File: src/rtl/pc_redirect_unit_if.sv
// Fetch-redirect bus: EX-stage branch resolution and stall inputs in,
// fetch PC, pipeline flushes and status out.
interface pc_redirect_unit_if #(
  parameter int ADDR_W = 16,
  parameter int CNT_W  = 16
);
  logic              ex_valid;
  logic              ex_is_ctrl;
  logic              brch_taken;
  logic [ADDR_W-1:0] brch_target;
  logic              ex_halt;
  logic              hazard_stall;
  logic              fetch_stall;
  logic [ADDR_W-1:0] pc;
  logic              flush_ifid;
  logic              flush_idex;
  logic              redirect_busy;
  logic              halted;
  logic [CNT_W-1:0]  redirect_cnt;

  modport slave (
    input  ex_valid, ex_is_ctrl, brch_taken, brch_target, ex_halt,
           hazard_stall, fetch_stall,
    output pc, flush_ifid, flush_idex, redirect_busy, halted, redirect_cnt
  );

  modport master (
    output ex_valid, ex_is_ctrl, brch_taken, brch_target, ex_halt,
           hazard_stall, fetch_stall,
    input  pc, flush_ifid, flush_idex, redirect_busy, halted, redirect_cnt
  );
endinterface

File: src/rtl/pc_redirect_unit.sv
// Fetch PC owner: predict-not-taken, redirects on taken EX control flow,
// parks a redirect while imem is busy, freezes on HALT, counts redirects.
module pc_redirect_unit #(
  parameter int                ADDR_W   = 16,
  parameter logic [ADDR_W-1:0] RESET_PC = '0,
  parameter int                CNT_W    = 16
) (
  input  logic            clk,
  input  logic            rst,
  pc_redirect_unit_if.slave bus
);

  typedef enum logic [1:0] {
    ST_RUN  = 2'd0,
    ST_PEND = 2'd1,
    ST_HALT = 2'd2
  } state_t;

  state_t            state_q, state_d;
  logic [ADDR_W-1:0] pc_q, pc_d;
  logic [ADDR_W-1:0] pend_tgt_q, pend_tgt_d;
  logic [CNT_W-1:0]  cnt_q, cnt_d;
  logic              take;
  logic              flush_ifid_c;
  logic              flush_idex_c;

  assign take = bus.ex_valid & bus.ex_is_ctrl & bus.brch_taken;

  always_comb begin
    state_d      = state_q;
    pc_d         = pc_q;
    pend_tgt_d   = pend_tgt_q;
    cnt_d        = cnt_q;
    flush_ifid_c = 1'b0;
    flush_idex_c = 1'b0;
    case (state_q)
      ST_RUN: begin
        // take outranks both stalls: the stalled instruction is younger and dies anyway
        if (take) begin
          flush_ifid_c = 1'b1;
          flush_idex_c = 1'b1;
          if (cnt_q != {CNT_W{1'b1}}) cnt_d = cnt_q + CNT_W'(1);
          if (!bus.fetch_stall) begin
            pc_d = bus.brch_target;
          end else begin
            pend_tgt_d = bus.brch_target;
            state_d    = ST_PEND;
          end
        end else if (bus.ex_valid && bus.ex_halt) begin
          state_d = ST_HALT;
        end else if (!(bus.fetch_stall || bus.hazard_stall)) begin
          pc_d = pc_q + ADDR_W'(2);
        end
      end
      ST_PEND: begin
        // everything in EX now is wrong-path; keep squashing the fetch side
        flush_ifid_c = 1'b1;
        if (!bus.fetch_stall) begin
          pc_d    = pend_tgt_q;
          state_d = ST_RUN;
        end
      end
      ST_HALT: begin
      end
      default: state_d = ST_RUN;
    endcase
  end

  always_ff @(posedge clk) begin
    if (rst) begin
      state_q    <= ST_RUN;
      pc_q       <= RESET_PC;
      pend_tgt_q <= '0;
      cnt_q      <= '0;
    end else begin
      state_q    <= state_d;
      pc_q       <= pc_d;
      pend_tgt_q <= pend_tgt_d;
      cnt_q      <= cnt_d;
    end
  end

  assign bus.pc            = pc_q;
  assign bus.redirect_cnt  = cnt_q;
  assign bus.flush_ifid    = flush_ifid_c & ~rst;
  assign bus.flush_idex    = flush_idex_c & ~rst;
  assign bus.redirect_busy = (state_q == ST_PEND) & ~rst;
  assign bus.halted        = (state_q == ST_HALT) & ~rst;

endmodule

File: src/flat_wrapper.sv
// flat-port wrapper written by rule: the top's interface ports become plain ports
module pc_redirect_unit_flat 
#(
  parameter int                ADDR_W   = 16,
  parameter logic [ADDR_W-1:0] RESET_PC = '0,
  parameter int                CNT_W    = 16
)
  (clk, rst, bus_ex_valid, bus_ex_is_ctrl, bus_brch_taken, bus_brch_target, bus_ex_halt, bus_hazard_stall, bus_fetch_stall, bus_pc, bus_flush_ifid, bus_flush_idex, bus_redirect_busy, bus_halted, bus_redirect_cnt);
  pc_redirect_unit_if #(.ADDR_W(ADDR_W), .CNT_W(CNT_W)) bus_i ();
  input  logic clk;
  input  logic rst;
  input wire logic [$bits(bus_i.ex_valid)-1:0] bus_ex_valid;
  input wire logic [$bits(bus_i.ex_is_ctrl)-1:0] bus_ex_is_ctrl;
  input wire logic [$bits(bus_i.brch_taken)-1:0] bus_brch_taken;
  input wire logic [$bits(bus_i.brch_target)-1:0] bus_brch_target;
  input wire logic [$bits(bus_i.ex_halt)-1:0] bus_ex_halt;
  input wire logic [$bits(bus_i.hazard_stall)-1:0] bus_hazard_stall;
  input wire logic [$bits(bus_i.fetch_stall)-1:0] bus_fetch_stall;
  output wire logic [$bits(bus_i.pc)-1:0] bus_pc;
  output wire logic [$bits(bus_i.flush_ifid)-1:0] bus_flush_ifid;
  output wire logic [$bits(bus_i.flush_idex)-1:0] bus_flush_idex;
  output wire logic [$bits(bus_i.redirect_busy)-1:0] bus_redirect_busy;
  output wire logic [$bits(bus_i.halted)-1:0] bus_halted;
  output wire logic [$bits(bus_i.redirect_cnt)-1:0] bus_redirect_cnt;
  assign bus_i.ex_valid = bus_ex_valid;
  assign bus_i.ex_is_ctrl = bus_ex_is_ctrl;
  assign bus_i.brch_taken = bus_brch_taken;
  assign bus_i.brch_target = bus_brch_target;
  assign bus_i.ex_halt = bus_ex_halt;
  assign bus_i.hazard_stall = bus_hazard_stall;
  assign bus_i.fetch_stall = bus_fetch_stall;
  assign bus_pc = bus_i.pc;
  assign bus_flush_ifid = bus_i.flush_ifid;
  assign bus_flush_idex = bus_i.flush_idex;
  assign bus_redirect_busy = bus_i.redirect_busy;
  assign bus_halted = bus_i.halted;
  assign bus_redirect_cnt = bus_i.redirect_cnt;
  pc_redirect_unit #(.ADDR_W(ADDR_W), .RESET_PC(RESET_PC), .CNT_W(CNT_W)) u_core (.clk(clk), .rst(rst), .bus(bus_i));
endmodule
File: config.mk
export PLATFORM = sky130hd
export DESIGN_NAME = pc_redirect_unit_flat
export DESIGN_NICKNAME = d
export VERILOG_FILES = /design/src/rtl/pc_redirect_unit_if.sv /design/src/rtl/pc_redirect_unit.sv /design/src/flat_wrapper.sv
export SDC_FILE = /design/constraint.sdc
export NUM_CORES = 1
export LEC_CHECK = 0
export ABC_CLOCK_PERIOD_IN_PS = 3100
export CAP_MARGIN = 20
export CORE_MARGIN = 5
export CORE_UTILIZATION = 54
export CTS_CLUSTER_SIZE = 40
export DETAILED_ROUTE_END_ITERATION = 10
export PLACE_DENSITY = 0.85
export SYNTH_ARGS = -nofsm -noshare
export SYNTH_HDL_FRONTEND = slang
export SYNTH_SLANG_ARGS = --single-unit
File: constraint.sdc
create_clock -name clk -period 3.1 [get_ports clk]
set_input_delay 0.31 -clock clk [delete_from_list [all_inputs] [get_ports clk]]
set_output_delay 0.31 -clock clk [all_outputs]
set_load 0.05 [all_outputs]
==> flow_summary.ini <==
[setup_path]
crit_start = u_core.state_q[0]$_SDFFE_PP0P_
cp_cell_sequence = nand2b_1 > buf_4 > nor2_1 > clkdlybuf4s50_1
path_buf_inv = 2
start_kind = register
r2r-start = u_core.state_q[0]$_SDFFE_PP0P_
critical_path_class = register to output pin
end_kind = output pin
cp_num_cells = 4
crit_required_ps = 2790
crit_fanout = 13
cpLargestDelayFamily = buffers and inverters
slowest_delay_ps = 830
rr_worst_depth = 6
arrival_ps = 2190
slowest_stage = clkdlybuf4s50_1

[clocking]
clock-sinks = 50
cts_setup_buffers = 0
ctsResizeCount = 0
ctsHtreeMaxLevel = 2
clockBufferDepth = 2
path_clk_slew_ps = 80
numCtsBuffers = 5
cts_hold_buf = 0
insertion_delay_ps = 310
cts_tree = done
root_buffer = clkbuf_8

[timing]
rsz0062_at_grt = false
drv_slew = 0
fin_skew_ps = 6.85
finalHoldViolCount = 0
max_freq_mhz = 400
slew_headroom_pct = 58.2
fin_crit_ps = 2500
worst_pin_slew_ps = 625
tns_ps = 0
report.final.setup_viol = 0
min_period_over_period_pct = 80.6
setup_ws_ps = 602

[power]
p_int_mw = 0.924
pwr-share-comb_pct = 20.0
pwr-share-clk_pct = 27.5
power_density_mw_per_mm2 = 392
power_switching_mw = 0.402
power_mw = 1.33
seq_power_share_pct = 52.5
ir_drop_mv = 0.188
leakage_nw = 1.11
netSwitchingFraction_pct = 30.3

[synthesis]
ys.flop_type = dfxtp_1
synth_cell_types = 43
syn_area_mm2 = 0.00268
synth_area_per_cell_um2 = 8.04
netlist_instances = 333
yosysWarnings = 0
synth-seq-area-share_pct = 37.4
synth_nets = 359
synth_edf_count = 0
ys_async_sr_fraction_pct = 0
ys_seq_elements = 50

[place]
dp_slack_ps = 630
io_buffers = 59
dp_hpwl_um = 4720
routabilityCongestion = 0.836

[status]
status = finished, final reports clean

[layout]
nets = 410
fillerInstances = 399
fin_util_pct = 71.1
antenna_cells = 0
area_growth_syn_to_layout_pct = 26.4
final_common_cell = clkdlybuf4s50_1
drive_gt1_share_pct = 8.59
most-common-layout-cells = 57 x clkdlybuf4s50_1, 50 x dfxtp_1, 47 x nor2_1

[hold_path]
hold_path_class = primary input to register
hold_depth = 2
hp-start = rst

[routing]
wl_per_cell_um = 14.7
remaining_drc_errors = 0
drt_iter0_drc = 238
ant_nets = 0
drt_first_pass_iters = 4
wl_um = 6630
vias = 2581
routed_via_density = 5.72

[floorplan]
initial_core_util_pct = 56.3
rows = 25
ios = 60
die_y_um = 80.4
die_area_mm2 = 0.00646
fp.dieW_um = 80.4
core-area_mm2 = 0.00475

[job]
cap_viol_max_count = 0

[global_routing]
antenna_found_initial = 0
grt_pass1_vias = 2457
grt_first_pass_wirelength_um = 11100
gr-usage-all-layers_pct = 21.8
gr-total-overflow = 0
grt_max_degree = 35
[worst register-to-register path: stages, from the launching register on]
cell and delay [ps]:
dfxtp_1 590, nor2b_1 550, buf_4 310, nor3_1 60, nor3_1 140, mux2i_1 90, a31oi_1 130
[routing by layer]
metal	up-vias	share of wire, %	global-route usage (%)
met2	78	47	36.2
met4	0	1.9	9.46
li1	1285	-	-
met3	13	6.1	4.48
met1	1205	45	27.3
met5	-	0	0
[final timing paths]
check	endpoint	slack, ps
max reg2reg	u_core.bus.pc[15]$_SDFFE_PP0P_	1170
min	u_core.bus.redirect_cnt[0]$_SDFFE_PP0P_	400
max	bus_redirect_busy	600
min reg2reg	u_core.pend_tgt_q[1]$_SDFFE_PP0P_	460
[cells in the mapped netlist (3+ instances only)]
library cell / number / share of area (%)
dfxtp_1: 50 / 37
nor2_1: 47 / 6.6
nand2_1: 35 / 4.9
nand3_1: 27 / 5.0
a21oi_1: 25 / 4.7
xor2_1: 16 / 5.2
clkbuf_1: 10 / 1.4
o21ai_0: 10 / 1.9
a311oi_1: 9 / 2.9
buf_2: 9 / 1.7
nor3_1: 9 / 1.7
xnor2_1: 8 / 2.6
nand4_1: 7 / 1.6
a21o_1: 6 / 1.7
a31oi_1: 6 / 1.4
a211oi_1: 5 / 1.4
a211oi_2: 5 / 2.3
and4_1: 4 / 1.3
o211ai_1: 4 / 1.1
and3_1: 3 / 0.70
buf_4: 3 / 0.84
inv_1: 3 / 0.42
mux2i_1: 3 / 1.1
[registers in the layout (all words and copies together) (netlist names)]
| name | flops |
|---|---|
| u_core.state_q | 2 |
| u_core.pend_tgt_q | 16 |
| u_core.bus.redirect_cnt | 16 |
| u_core.bus.pc | 16 |
[final cells by class]
cell class                 count  area (µm²)  share of cell area, %
multi-input combinational    256        1540                   45.7
sequential                    50        1000                   29.6
inverter                       3        11.3                  0.333
clock inverter                 2        10.0                  0.296
timing repair buffer          68         663                   19.6
clock buffer                   5        68.8                   2.03
tap                           67        83.8                   2.48
[logic make-up after synthesis]
group           synth area share [%]
compound gates                  19.2
xor+xnor                        7.85
fa+ha+maj                      0.935
buf+inv                         4.91
flops                           37.4
mux                             1.12
simple gates                    28.6
[per-stage QoR]
stage | cell area (µm²) | cells | hold slack (ps)
after floorplan | 2680 | 333 | 437
after global placement | 3300 | 444 | 443
after detailed placement | 3300 | 444 | 448
after CTS | 3380 | 451 | 397
after global routing | 3380 | 451 | 412
final | 3380 | 451 | 400
[power groups by stage]
stage | clock [mW] | combinational (mW) | sequential [mW]
2_1_floorplan | 0 | 0.120 | 0.760
3_3_place_gp | 0 | 0.260 | 0.709
3_5_place_dp | 0 | 0.265 | 0.711
4_1_cts | 0.375 | 0.266 | 0.696
5_1_grt | 0.400 | 0.286 | 0.701
6_report | 0.365 | 0.265 | 0.696
Power figures use the tool's default switching activity.
